### config.mk
export PLATFORM = sky130hd
export DESIGN_NAME = cache_controller_flat
export DESIGN_NICKNAME = d
export VERILOG_FILES = /design/src/rtl/cache_controller_if.sv /design/src/rtl/cache_controller.sv /design/src/flat_wrapper.sv
export SDC_FILE = /design/constraint.sdc
export NUM_CORES = 1
export LEC_CHECK = 0
export ABC_AREA = 1
export BUFFER_PORTS_ARGS = -buffer_cell sky130_fd_sc_hd__buf_2
export CORE_ASPECT_RATIO = 0.6
export CORE_MARGIN = 3
export CORE_UTILIZATION = 26
export DETAILED_ROUTE_END_ITERATION = 16
export PLACE_DENSITY_LB_ADDON = 0.12
export SLEW_MARGIN = 20
export SYNTH_ARGS = -nofsm -noshare
export SYNTH_HDL_FRONTEND = slang
export SYNTH_SLANG_ARGS = --single-unit
export TNS_END_PERCENT = 30
### constraint.sdc
create_clock -name clk -period 1.7 [get_ports clk]
set_clock_uncertainty 0.15 [all_clocks]
set_input_delay 0.425 -clock clk [delete_from_list [all_inputs] [get_ports clk]]
set_output_delay 0.425 -clock clk [all_outputs]
set_load 0.03 [all_outputs]
### src/rtl/cache_controller_if.sv
// Bundle for the cache controller: CPU load/store request, cache array
// control and word-wide main-memory bus. master = controller side.
interface cache_controller_if #(
  parameter int DATA_W   = 32,
  parameter int LINE_W   = 128,
  parameter int TAG_W    = 3,
  parameter int INDEX_W  = 5,
  parameter int OFFSET_W = 2
);
  localparam int ADDR_W = TAG_W + INDEX_W + OFFSET_W;

  logic                req_valid;
  logic                req_we;
  logic [ADDR_W-1:0]   req_addr;
  logic [DATA_W-1:0]   req_wdata;
  logic                req_ready;
  logic [DATA_W-1:0]   req_rdata;

  logic                c_hit;
  logic [DATA_W-1:0]   c_rdata;
  logic [TAG_W-1:0]    c_tag;
  logic [INDEX_W-1:0]  c_index;
  logic [OFFSET_W-1:0] c_offset;
  logic                c_re;
  logic                c_refill;
  logic                c_update;
  logic [LINE_W-1:0]   c_line;
  logic [DATA_W-1:0]   c_wdata;

  logic                mem_req;
  logic                mem_we;
  logic [ADDR_W-1:0]   mem_addr;
  logic [DATA_W-1:0]   mem_wdata;
  logic                mem_ack;
  logic [DATA_W-1:0]   mem_rdata;

  modport master (
    input  req_valid, req_we, req_addr, req_wdata,
    output req_ready, req_rdata,
    input  c_hit, c_rdata,
    output c_tag, c_index, c_offset, c_re,
    output c_refill, c_update, c_line, c_wdata,
    output mem_req, mem_we, mem_addr, mem_wdata,
    input  mem_ack, mem_rdata
  );

  modport slave (
    output req_valid, req_we, req_addr, req_wdata,
    input  req_ready, req_rdata,
    output c_hit, c_rdata,
    input  c_tag, c_index, c_offset, c_re,
    input  c_refill, c_update, c_line, c_wdata,
    input  mem_req, mem_we, mem_addr, mem_wdata,
    output mem_ack, mem_rdata
  );
endinterface

### src/rtl/cache_controller.sv
// Direct-mapped write-through cache sequencer (IDLE/WRITE/FETCH/FILL).
// Optional hit/miss counters enabled by defining CACHE_PERF_CNT_EN.
module cache_controller #(
  parameter int DATA_W   = 32,
  parameter int LINE_W   = 128,
  parameter int TAG_W    = 3,
  parameter int INDEX_W  = 5,
  parameter int OFFSET_W = 2
`ifdef CACHE_PERF_CNT_EN
  ,
  parameter int CNT_W    = 16
`endif
) (
  input  logic clk,
  input  logic reset_n,
  cache_controller_if.master bus
`ifdef CACHE_PERF_CNT_EN
  ,
  output logic [CNT_W-1:0] hit_cnt,
  output logic [CNT_W-1:0] miss_cnt
`endif
);
  localparam int ADDR_W = TAG_W + INDEX_W + OFFSET_W;

  typedef enum logic [1:0] {
    S_IDLE,
    S_WRITE,
    S_FETCH,
    S_FILL
  } state_t;

  state_t              r_state;
  logic [OFFSET_W-1:0] r_beat;
  logic [LINE_W-1:0]   r_line;

  logic w_idle;
  logic w_wr;
  logic w_fetch;
  logic w_load;
  logic w_hit_done;
  logic w_miss;

  logic [TAG_W-1:0]   w_tag;
  logic [INDEX_W-1:0] w_index;

  assign w_idle  = (r_state == S_IDLE);
  assign w_wr    = (r_state == S_WRITE);
  assign w_fetch = (r_state == S_FETCH);
  assign w_load  = bus.req_valid & ~bus.req_we;

  assign w_hit_done = w_idle & w_load & bus.c_hit;
  assign w_miss     = w_idle & w_load & ~bus.c_hit;

  assign w_tag   = bus.req_addr[ADDR_W-1 -: TAG_W];
  assign w_index = bus.req_addr[OFFSET_W +: INDEX_W];

  always_ff @(posedge clk or negedge reset_n) begin
    if (!reset_n) begin
      r_state <= S_IDLE;
      r_beat  <= '0;
      r_line  <= '0;
    end else begin
      unique case (r_state)
        S_IDLE: begin
          if (bus.req_valid && bus.req_we) begin
            r_state <= S_WRITE;
          end else if (w_miss) begin
            r_state <= S_FETCH;
            r_beat  <= '0;
          end
        end
        S_WRITE: begin
          if (bus.mem_ack) r_state <= S_IDLE;
        end
        S_FETCH: begin
          if (bus.mem_ack) begin
            r_line[int'(r_beat)*DATA_W +: DATA_W]
              <= bus.mem_rdata;
            r_beat <= r_beat + 1'b1;
            if (r_beat == '1) r_state <= S_FILL;
          end
        end
        S_FILL: r_state <= S_IDLE;
        default: r_state <= S_IDLE;
      endcase
    end
  end

  // Loads complete combinationally on a hit; stores on the memory ack.
  assign bus.req_ready = w_hit_done | (w_wr & bus.mem_ack);
  assign bus.req_rdata = w_hit_done ? bus.c_rdata : '0;

  assign bus.c_tag    = w_tag;
  assign bus.c_index  = w_index;
  assign bus.c_offset = bus.req_addr[OFFSET_W-1:0];
  assign bus.c_re     = w_idle & w_load;
  assign bus.c_refill = (r_state == S_FILL);
  assign bus.c_update = w_wr & bus.mem_ack & bus.c_hit;
  assign bus.c_line   = r_line;
  assign bus.c_wdata  = bus.req_wdata;

  assign bus.mem_req   = w_wr | w_fetch;
  assign bus.mem_we    = w_wr;
  assign bus.mem_wdata = w_wr ? bus.req_wdata : '0;
  assign bus.mem_addr  =
    w_wr    ? bus.req_addr :
    w_fetch ? {w_tag, w_index, r_beat} :
              '0;

`ifdef CACHE_PERF_CNT_EN
  logic [CNT_W-1:0] r_hit_cnt;
  logic [CNT_W-1:0] r_miss_cnt;

  always_ff @(posedge clk or negedge reset_n) begin
    if (!reset_n) begin
      r_hit_cnt  <= '0;
      r_miss_cnt <= '0;
    end else begin
      if (w_hit_done && (r_hit_cnt != '1))
        r_hit_cnt <= r_hit_cnt + 1'b1;
      if (w_miss && (r_miss_cnt != '1))
        r_miss_cnt <= r_miss_cnt + 1'b1;
    end
  end

  assign hit_cnt  = r_hit_cnt;
  assign miss_cnt = r_miss_cnt;
`endif
endmodule
### src/flat_wrapper.sv
// flat-port wrapper written by rule: the top's interface ports become plain ports
module cache_controller_flat 
#(
  parameter int DATA_W   = 32,
  parameter int LINE_W   = 128,
  parameter int TAG_W    = 3,
  parameter int INDEX_W  = 5,
  parameter int OFFSET_W = 2

)
  (clk, reset_n, bus_req_valid, bus_req_we, bus_req_addr, bus_req_wdata, bus_req_ready, bus_req_rdata, bus_c_hit, bus_c_rdata, bus_c_tag, bus_c_index, bus_c_offset, bus_c_re, bus_c_refill, bus_c_update, bus_c_line, bus_c_wdata, bus_mem_req, bus_mem_we, bus_mem_addr, bus_mem_wdata, bus_mem_ack, bus_mem_rdata);
  cache_controller_if #(.DATA_W(DATA_W), .LINE_W(LINE_W), .TAG_W(TAG_W), .INDEX_W(INDEX_W), .OFFSET_W(OFFSET_W)) bus_i ();
  input  logic clk;
  input  logic reset_n;
  input wire logic [$bits(bus_i.req_valid)-1:0] bus_req_valid;
  input wire logic [$bits(bus_i.req_we)-1:0] bus_req_we;
  input wire logic [$bits(bus_i.req_addr)-1:0] bus_req_addr;
  input wire logic [$bits(bus_i.req_wdata)-1:0] bus_req_wdata;
  output wire logic [$bits(bus_i.req_ready)-1:0] bus_req_ready;
  output wire logic [$bits(bus_i.req_rdata)-1:0] bus_req_rdata;
  input wire logic [$bits(bus_i.c_hit)-1:0] bus_c_hit;
  input wire logic [$bits(bus_i.c_rdata)-1:0] bus_c_rdata;
  output wire logic [$bits(bus_i.c_tag)-1:0] bus_c_tag;
  output wire logic [$bits(bus_i.c_index)-1:0] bus_c_index;
  output wire logic [$bits(bus_i.c_offset)-1:0] bus_c_offset;
  output wire logic [$bits(bus_i.c_re)-1:0] bus_c_re;
  output wire logic [$bits(bus_i.c_refill)-1:0] bus_c_refill;
  output wire logic [$bits(bus_i.c_update)-1:0] bus_c_update;
  output wire logic [$bits(bus_i.c_line)-1:0] bus_c_line;
  output wire logic [$bits(bus_i.c_wdata)-1:0] bus_c_wdata;
  output wire logic [$bits(bus_i.mem_req)-1:0] bus_mem_req;
  output wire logic [$bits(bus_i.mem_we)-1:0] bus_mem_we;
  output wire logic [$bits(bus_i.mem_addr)-1:0] bus_mem_addr;
  output wire logic [$bits(bus_i.mem_wdata)-1:0] bus_mem_wdata;
  input wire logic [$bits(bus_i.mem_ack)-1:0] bus_mem_ack;
  input wire logic [$bits(bus_i.mem_rdata)-1:0] bus_mem_rdata;
  assign bus_i.req_valid = bus_req_valid;
  assign bus_i.req_we = bus_req_we;
  assign bus_i.req_addr = bus_req_addr;
  assign bus_i.req_wdata = bus_req_wdata;
  assign bus_req_ready = bus_i.req_ready;
  assign bus_req_rdata = bus_i.req_rdata;
  assign bus_i.c_hit = bus_c_hit;
  assign bus_i.c_rdata = bus_c_rdata;
  assign bus_c_tag = bus_i.c_tag;
  assign bus_c_index = bus_i.c_index;
  assign bus_c_offset = bus_i.c_offset;
  assign bus_c_re = bus_i.c_re;
  assign bus_c_refill = bus_i.c_refill;
  assign bus_c_update = bus_i.c_update;
  assign bus_c_line = bus_i.c_line;
  assign bus_c_wdata = bus_i.c_wdata;
  assign bus_mem_req = bus_i.mem_req;
  assign bus_mem_we = bus_i.mem_we;
  assign bus_mem_addr = bus_i.mem_addr;
  assign bus_mem_wdata = bus_i.mem_wdata;
  assign bus_i.mem_ack = bus_mem_ack;
  assign bus_i.mem_rdata = bus_mem_rdata;
  cache_controller #(.DATA_W(DATA_W), .LINE_W(LINE_W), .TAG_W(TAG_W), .INDEX_W(INDEX_W), .OFFSET_W(OFFSET_W)) u_core (.clk(clk), .reset_n(reset_n), .bus(bus_i));
endmodule
==> impl_metrics.ini <==
[finish]
final_cell_mix = buf_2 (280), nand2_1 (213), dfrtp_1 (132), inv_1 (102), buf_6 (91)
syn_to_final_growth_pct = 58.27
drive_gt1_share_pct = 47.29
final_common_cell = buf_2
fin_cells = 1568
fin_nets = 1325
antennaDiodeCount = 0
final_core_util_pct = 42.25

[sta]
drv_slew = 0
hold_viol_final = 0
period_needed_ps = 2344
layout_setup_ws_ps = -644.3
hold_ws_ps = 125.8
slew_headroom_pct = 75.54
rsz0062_at_grt = yes
clock.fmax_ghz = 0.4266
final.period_utilization_pct = 137.9
setup_violations = 123
tightest_slew_ps = 366.9

[detailed_routing]
drt_wl_total_microns = 27590
wire_per_inst_microns = 17.60
drtAntennaViolNets = 0
drtIter0Drc = 469
drc = 0
via_per_inst = 4.358
vias = 6834
drt-pass1-iter-count = 5

[global_routing]
grt_usage_pct = 19.29
grt_max_degree = 42
grt_pass1_vias = 6632
antenna_found_initial = 0
globalRouteOverflowTotal = 0
grt_pass1_wl_microns = 42010

[placement]
place_hpwl_microns = 20800
io_buffers = 361
dp.cells = 1526
gp_congestion = 0.7793

[clock_tree]
path_clk_slew_ps = 60
htree_levels = 4
root_buffer = clkbuf_16
clockBufferDepth = 2
cts_tree = yes
clock_sinks = 132
clkLatencyLatePin_ps = 420
cts_inserted_buffers = 17

[worst_hold_path]
hp-class = primary input to flop

[yosys]
ys_seq_elements = 132
yosysUniqueCellTypes = 22
ys_seq_area_share_pct = 48.40
yosysWarnings = 0
syn-num-nets = 963
synth.cell_area_sq_mm = 0.006824
syn_avg_cell_area_sq_um = 8.114
postSynthCellCount = 841

[worst_setup_path]
worstPathRequired_ps = 1120
cp-start-kind = flop
rrSetupSlack_ps = -60
critPathTopFamily = buffers and inverters
cp_slowest_stage_delay_ps = 390
cp.arrival_ps = 1770
path_class = flop to primary output
path_max_fanout = 8
worst-path-buf-inv = 6
path_cells = inv_2, buf_4, ha_4, inv_6, nand2_4, clkinvlp_4, buf_12, nor2_4, buf_6
slowest_stage = dfrtp_1
end_kind = primary output

[pwr]
power_density_mw_per_mm2 = 1456
leakagePower_nw = 6.334
total_power_mw = 15.72
irDropWorstVdd_mv = 0.7476

[die]
die_area_sq_mm = 0.02829
ios = 362
std_cell_rows = 45
fp.dieH_microns = 131.5
core-area_sq_mm = 0.02556
die_width_microns = 215.2
start_util_pct = 26.70

[status]
violations = setup timing
outcome = finished, violations left

[job]
cap_violations = 0
-- registers in the layout, indices dropped and copies added, names as in the netlist --
| signal | flops |
|---|---|
| u_core.bus.c_line | 128 |
| u_core.r_state | 2 |
| u_core.r_beat | 2 |
-- worst min-delay path: cells and delay by family --
family        cells  cell delay [ps]
buf+inv           1              120
simple gates      2              110
-- final timing paths --
| path | from | to | cells after the start |
|---|---|---|---|
| min | bus_mem_rdata[30] | u_core.bus.c_line[30]$_DFFE_PN0P_ | 3 |
| min in group asynchronous | reset_n | u_core.bus.c_line[39]$_DFFE_PN0P_ | 2 |
| max reg2reg | u_core.r_state[1]$_DFFE_PN0P_ | u_core.bus.c_line[93]$_DFFE_PN0P_ | 9 |
| max | u_core.r_state[1]$_DFFE_PN0P_ | bus_mem_addr[3] | 9 |
| min reg2reg | u_core.bus.c_line[28]$_DFFE_PN0P_ | u_core.bus.c_line[28]$_DFFE_PN0P_ | 2 |
| max in group asynchronous | reset_n | u_core.bus.c_line[95]$_DFFE_PN0P_ | 3 |
-- per-stage QoR --
step / cell area [sq um] / setup TNS (ps) / worst slack [ps]
6_report: 10800 / -44900 / -644.3
5_1_grt: 10800 / -63860 / -733.8
4_1_cts: 10750 / -49090 / -663.0
3_5_place_dp: 9518 / -23900 / -287.1
3_3_place_gp: 9518 / -23210 / -266.7
2_1_floorplan: 7264 / -30410 / -412.0
-- repair_timing --
action	4_1_cts	5_1_grt
gates resized for setup	181	30
hold buffers	1	0
buffers inserted	6	1
pin swaps	5	4
setup endpoints to repair	201	212
endpoints found under the hold margin	24	0
cloned	2	2
-- layer usage --
| layer | GRT usage [%] | share of wire (%) | vias to the layer above | wire length (microns) |
|---|---|---|---|---|
| met5 | 0 | 0 | - | 0 |
| met4 | 3.080 | 0.42 | 0 | 116 |
| met3 | 5.385 | 5.9 | 8 | 1617 |
| met2 | 26.98 | 42 | 183 | 11610 |
| met1 | 29.69 | 52 | 3294 | 14250 |
| li1 | - | - | 3349 | - |
-- final cells by class --
class                      instances  area, sq um
tap                              352        440.4
timing repair buffer             436         3199
multi-input combinational        499         2861
fill                            2593        14760
inverter                         117        447.9
sequential                       132         3303
clock buffer                      21        470.5
clock inverter                    11        77.57
-- cells in the mapped netlist, drive strengths merged --
library cell	instances	area (sq um)
nand2	228	865.8
dfrtp	132	3303
clkbuf	17	63.81
nor2	51	240.2
inv	117	439.2
nor3	1	5.000
o21ai	107	610.6
ha	10	125.1
nand3	50	255.3
buf	76	590.6
nand4	52	325.3
-- cell families (layout without fill, tap and decap cells) --
group / Yosys count / count (layout) / share of synthesized area, %
AOI/OAI and AO/OA: 107 / 107 / 8.948
DFF: 132 / 132 / 48.40
adders and majority gates: 10 / 10 / 1.834
buffers and inverters: 210 / 585 / 16.02
and+or+nand+nor: 382 / 382 / 24.79
-- power breakdown --
part	internal (mW)	switching, mW
Combinational	2.90	5.46
Clock	1.98	1.45
Sequential	3.66	0.271
Total	8.54	7.18
Note: power is estimated with default switching activity, not from simulation.
